**config.mk**
```make
export PLATFORM = sky130hd
export DESIGN_NAME = div_seq
export DESIGN_NICKNAME = d
export VERILOG_FILES = /design/src/rtl/div_seq.sv
export SDC_FILE = /design/constraint.sdc
export NUM_CORES = 1
export LEC_CHECK = 0
export CAP_MARGIN = 20
export CORE_MARGIN = 2
export CORE_UTILIZATION = 48
export DETAILED_ROUTE_END_ITERATION = 7
export PLACE_DENSITY = 0.73
export SYNTH_ARGS = -nofsm -noshare
export SYNTH_HDL_FRONTEND = slang
export SYNTH_SLANG_ARGS = --single-unit
export TNS_END_PERCENT = 1
```
**constraint.sdc**
```tcl
create_clock -name clk -period 3.8 [get_ports clk]
set_clock_uncertainty 0.05 [all_clocks]
set_input_delay 0.76 -clock clk [delete_from_list [all_inputs] [get_ports clk]]
set_output_delay 0.76 -clock clk [all_outputs]
set_load 0.05 [all_outputs]
```
**src/rtl/div_seq.sv**
```systemverilog
// Sequential restoring divider: 2*WIDTH-bit dividend / WIDTH-bit divisor, one quotient bit per clock.
// Latency 2*WIDTH+1 cycles accept-to-done (1 cycle for B=0 when DIV_DBZ_FAST_EN is defined).
// No backpressure: start is sampled only while busy=0, and results hold until the next completion.
module div_seq #(
    parameter int WIDTH = 32
) (
    input  logic                 clk,
    input  logic                 rst_n,
    input  logic                 start,
    input  logic [2*WIDTH-1:0]   A,
    input  logic [WIDTH-1:0]     B,
    output logic                 busy,
    output logic                 done,
    output logic                 dbz,
    output logic [2*WIDTH-1:0]   Q,
    output logic [WIDTH-1:0]     R
);

    localparam int CNT_W = $clog2(2 * WIDTH);

    typedef enum logic {IDLE, RUN} state_t;

    state_t               state;
    // Dividend bits shift out of the top while quotient bits shift in at the bottom.
    logic [2*WIDTH-1:0]   dvd;
    logic [WIDTH-1:0]     dvs;
    logic [WIDTH-1:0]     prem;
    logic [CNT_W-1:0]     cnt;

    logic [WIDTH:0]       trial;
    logic                 fits;
    logic [WIDTH-1:0]     prem_nxt;
    logic [2*WIDTH-1:0]   dvd_nxt;

    // The partial remainder is always < B after a step, so WIDTH bits suffice;
    // the extra trial bit only matters for the compare.
    always_comb begin
        trial    = {prem, dvd[2*WIDTH-1]};
        fits     = (trial >= {1'b0, dvs});
        prem_nxt = fits ? (trial[WIDTH-1:0] - dvs) : trial[WIDTH-1:0];
        dvd_nxt  = {dvd[2*WIDTH-2:0], fits};
    end

`ifndef DIV_DBZ_FAST_EN
    assign dbz = 1'b0;
`endif

    always_ff @(posedge clk or negedge rst_n) begin
        if (!rst_n) begin
            state <= IDLE;
            busy  <= 1'b0;
            done  <= 1'b0;
            Q     <= '0;
            R     <= '0;
            dvd   <= '0;
            dvs   <= '0;
            prem  <= '0;
            cnt   <= '0;
`ifdef DIV_DBZ_FAST_EN
            dbz   <= 1'b0;
`endif
        end else begin
            done <= 1'b0;
            case (state)
                IDLE: begin
                    if (start) begin
`ifdef DIV_DBZ_FAST_EN
                        if (B == '0) begin
                            done <= 1'b1;
                            dbz  <= 1'b1;
                            Q    <= '1;
                            R    <= A[WIDTH-1:0];
                        end else begin
                            dvd   <= A;
                            dvs   <= B;
                            prem  <= '0;
                            cnt   <= CNT_W'(2 * WIDTH - 1);
                            busy  <= 1'b1;
                            state <= RUN;
                        end
`else
                        dvd   <= A;
                        dvs   <= B;
                        prem  <= '0;
                        cnt   <= CNT_W'(2 * WIDTH - 1);
                        busy  <= 1'b1;
                        state <= RUN;
`endif
                    end
                end
                RUN: begin
                    dvd  <= dvd_nxt;
                    prem <= prem_nxt;
                    cnt  <= cnt - 1'b1;
                    if (cnt == '0) begin
                        Q     <= dvd_nxt;
                        R     <= prem_nxt;
                        done  <= 1'b1;
                        busy  <= 1'b0;
                        state <= IDLE;
`ifdef DIV_DBZ_FAST_EN
                        dbz   <= 1'b0;
`endif
                    end
                end
                default: state <= IDLE;
            endcase
        end
    end

endmodule

```
==> flow_results.xml <==
<?xml version="1.0" encoding="UTF-8"?>
<metrics>
  <group name="status">
    <metric name="run_status" unit="">complete, no violations</metric>
  </group>
  <group name="clock_network">
    <metric name="tritoncts_clock_tree" unit="">done</metric>
    <metric name="post_cts.resized_instances" unit="">0</metric>
    <metric name="clock_latency" unit="ns">0.52</metric>
    <metric name="clock_sink_count" unit="">233</metric>
    <metric name="maximum_number_of_buffers_from_clock_root_to_sink" unit="">3</metric>
    <metric name="path_clk_slew" unit="ns">0.06</metric>
    <metric name="post_cts.repair.setup_buffers" unit="">0</metric>
    <metric name="holdBufCountCts" unit="">0</metric>
    <metric name="htree_depth" unit="">1</metric>
    <metric name="clock-root-buffer" unit="">clkbuf_16</metric>
    <metric name="cts_buffers" unit="">26</metric>
  </group>
  <group name="final_layout">
    <metric name="areaGrowthSynthToFinish" unit="%">26.8</metric>
    <metric name="finish.utilization" unit="">0.623</metric>
    <metric name="layout_commonest_cell" unit="">nand2_1</metric>
    <metric name="most-common-layout-cells" unit="">339 x nand2_1, 232 x dfrtp_1, 194 x clkdlybuf4s50_1</metric>
    <metric name="num-nets-final" unit="">1530</metric>
    <metric name="drive_gt1_frac" unit="">0.0525</metric>
    <metric name="final-instance-count-excl-fill" unit="">1728</metric>
    <metric name="insertedDiodeCount" unit="">0</metric>
  </group>
  <group name="drt">
    <metric name="route.detailed.wl_per_inst" unit="um">16.4</metric>
    <metric name="detail_route.wirelength" unit="um">28300</metric>
    <metric name="pre_antenna_drt_iters" unit="">4</metric>
    <metric name="post-route-drc-count" unit="">0</metric>
    <metric name="route.detailed.vias_per_inst" unit="">5.27</metric>
    <metric name="detail_route.iter0.violations" unit="">446</metric>
    <metric name="detailed_route_via_count" unit="">9112</metric>
    <metric name="route.antenna.remaining_nets" unit="">0</metric>
  </group>
  <group name="synth">
    <metric name="netlist-cell-type-count" unit="">60</metric>
    <metric name="syn-num-nets" unit="">1365</metric>
    <metric name="synth_edf_count" unit="">0</metric>
    <metric name="syn_inst" unit="">1231</metric>
    <metric name="postSynthAreaPerCell" unit="um^2">9.42</metric>
    <metric name="synth.yosys.seq_area_share" unit="">0.503</metric>
    <metric name="post_synth_design_cell_area" unit="mm^2">0.0116</metric>
    <metric name="ys_async_sr_fraction" unit="">1.00</metric>
    <metric name="ys.warnings.count" unit="">0</metric>
    <metric name="ys_ff_latch" unit="">233</metric>
    <metric name="yosys_most_used_dff" unit="">dfrtp_1</metric>
  </group>
  <group name="sta">
    <metric name="max_slew_violation_count" unit="">0</metric>
    <metric name="setup_violation_total_in_the_final_timing_report" unit="">0</metric>
    <metric name="max_freq" unit="MHz">305</metric>
    <metric name="period_utilization_post_route" unit="">0.863</metric>
    <metric name="unrepaired_setup_endpoints_after_global_routing" unit="">false</metric>
    <metric name="fin_tns_setup" unit="ns">0</metric>
    <metric name="final-hold-violation-count" unit="">0</metric>
    <metric name="worst_pin_slew" unit="ns">0.955</metric>
    <metric name="post_route_worst_hold_slack" unit="ns">0.168</metric>
    <metric name="final_period_minus_worst_setup_slack" unit="ns">3.28</metric>
    <metric name="maxSlewHeadroom" unit="">0.362</metric>
  </group>
  <group name="critical_path">
    <metric name="cp-end-kind" unit="">flip-flop</metric>
    <metric name="worstPathRequired" unit="ns">4.12</metric>
    <metric name="r2r_cells" unit="">10</metric>
    <metric name="timing.critical_path.from_type" unit="">flip-flop</metric>
    <metric name="data_arrival_critical_path" unit="ns">3.60</metric>
    <metric name="worst_setup_path_startpoint" unit="">prem[11]</metric>
    <metric name="crit_type" unit="">flip-flop to flip-flop</metric>
    <metric name="worst_flop_to_flop_path_startpoint" unit="">prem[11]</metric>
    <metric name="critical_path.max_fanout" unit="">22</metric>
  </group>
  <group name="min_path">
    <metric name="hold_path.class" unit="">primary input to asynchronous set/reset pin</metric>
  </group>
  <group name="floorplan">
    <metric name="floorplan.die.width" unit="um">159</metric>
    <metric name="num_io_pins" unit="">198</metric>
    <metric name="rows" unit="">56</metric>
    <metric name="dieArea" unit="mm^2">0.0254</metric>
    <metric name="initial_utilization" unit="">0.491</metric>
    <metric name="die_y" unit="um">159</metric>
    <metric name="core_area" unit="mm^2">0.0236</metric>
  </group>
  <group name="grt">
    <metric name="grt_util_met3" unit="">0.0409</metric>
    <metric name="global_route.peak_usage_layer" unit="">met2</metric>
    <metric name="number_of_global_route_vias_before_repair" unit="">9290</metric>
    <metric name="grt_antenna_before_repair" unit="">0</metric>
    <metric name="met1_track_demand_over_resource_in_global_routing" unit="">0.311</metric>
    <metric name="overflow" unit="">0</metric>
    <metric name="use_met2" unit="">0.362</metric>
    <metric name="grtUsageTotal" unit="">0.224</metric>
    <metric name="grt_pass1_wl" unit="um">47300</metric>
    <metric name="grt_start_max_net_pins" unit="">125</metric>
  </group>
  <group name="placement">
    <metric name="place.gp.congestion" unit="">0.884</metric>
    <metric name="port_buffer_count" unit="">196</metric>
    <metric name="post-place-cells" unit="">1686</metric>
    <metric name="place_hpwl" unit="um">19200</metric>
  </group>
  <group name="job">
    <metric name="max_cap_viol_count" unit="">0</metric>
  </group>
  <group name="pwr">
    <metric name="power.density" unit="mW/mm^2">1100</metric>
    <metric name="power.ir.vdd_worst" unit="mV">0.592</metric>
    <metric name="p_leak" unit="nW">7.18</metric>
  </group>
</metrics>
layer usage:
layer  routed length (um)  part of all wire  up-vias
li1                     -                 -     4460
met1                13100              0.46     4386
met2                13000              0.46      219
met3                 1380             0.049       47
met4                  801             0.028        0
met5                    0                 0        -
synthesized netlist by cell type (2+ instances only):
cell / number / area share
nand2_1: 340 / 0.11
dfrtp_1: 233 / 0.50
o21ai_0: 121 / 0.052
mux2i_1: 112 / 0.097
clkbuf_1: 54 / 0.017
inv_1: 46 / 0.015
a21oi_1: 38 / 0.016
ha_1: 34 / 0.037
nand2b_1: 29 / 0.016
a21o_1: 24 / 0.016
xnor2_1: 24 / 0.018
o21ai_1: 21 / 0.0091
nor2_1: 19 / 0.0061
buf_1: 13 / 0.0042
nand4_1: 12 / 0.0065
nor3_1: 9 / 0.0039
nor3b_1: 7 / 0.0045
xor2_1: 7 / 0.0053
mux2_2: 6 / 0.0058
nand3_1: 6 / 0.0026
o21a_1: 6 / 0.0039
a211oi_1: 4 / 0.0026
a31oi_1: 4 / 0.0022
nor2b_1: 4 / 0.0022
o21bai_1: 4 / 0.0026
o31a_1: 4 / 0.0030
o32a_1: 4 / 0.0035
a2bb2oi_1: 3 / 0.0023
and2_1: 3 / 0.0016
buf_4: 3 / 0.0019
buf_6: 3 / 0.0029
a31o_2: 2 / 0.0015
and4_1: 2 / 0.0015
o211ai_1: 2 / 0.0013
o31ai_1: 2 / 0.0013
or3_1: 2 / 0.0011
logic make-up after synthesis:
family                     share of synthesized area
AOI/OAI and AO/OA                              0.129
xor gates and xnor gates                      0.0234
adders and majority gates                     0.0384
buffers and inverters                         0.0422
DFF                                            0.503
muxes                                          0.105
other                                       0.000323
and+or+nand+nor                                0.159
worst paths after layout:
path | endpoint | slack (ns)
min | R[29] | 0.17
min in group clk | Q[43] | 0.42
max in group asynchronous | prem[1] | 2.53
max reg2reg | prem[18] | 0.52
max | prem[18] | 0.52
min reg2reg | Q[43] | 0.42
power by group:
part	leakage (nW)	switching, mW	total (mW)	internal, mW
combinational	3.84	5.47	9.09	3.61
clock	0.424	0.973	2.55	1.58
sequential	2.92	0.789	4.52	3.73
worst max-delay path, cell delays in order, from the launching register on:
cell     delay [ns]
dfrtp_1        0.40
ha_1           0.43
nand4_1        0.18
nor4_1         0.31
o211a_1        0.21
o31a_1         0.16
nor3_1         0.08
a21oi_4        0.55
buf_4          0.36
mux2i_1        0.29
mux2i_1        0.11
registers in the layout, summed over array words and instances (netlist names):
register / cells
state: 1
dvs: 32
prem: 32
dvd: 64
done: 1
busy: 1
Q: 64
cnt: 6
R: 32
layout make-up:
cell class                      instances  area, um^2
Clock buffer                           36         759
Clock inverter                          5         100
Fill cell                            2043        8910
Multi-Input combinational cell        877        5300
Inverter                               47         176
Sequential cell                       233        5830
Timing Repair Buffer                  211        2130
Tap cell                              319         399
per-stage QoR:
step / setup WS [ns] / power, mW / instance area (um^2)
3_5_place_dp: 0.551 / 13.6 / 13800
6_report: 0.520 / 16.2 / 14700
2_1_floorplan: 0.916 / 11.2 / 11600
5_1_grt: 0.272 / 17.4 / 14700
3_3_place_gp: 0.636 / 13.4 / 13800
4_1_cts: 0.526 / 16.3 / 14700
Note: power is estimated with default switching activity, not from simulation.
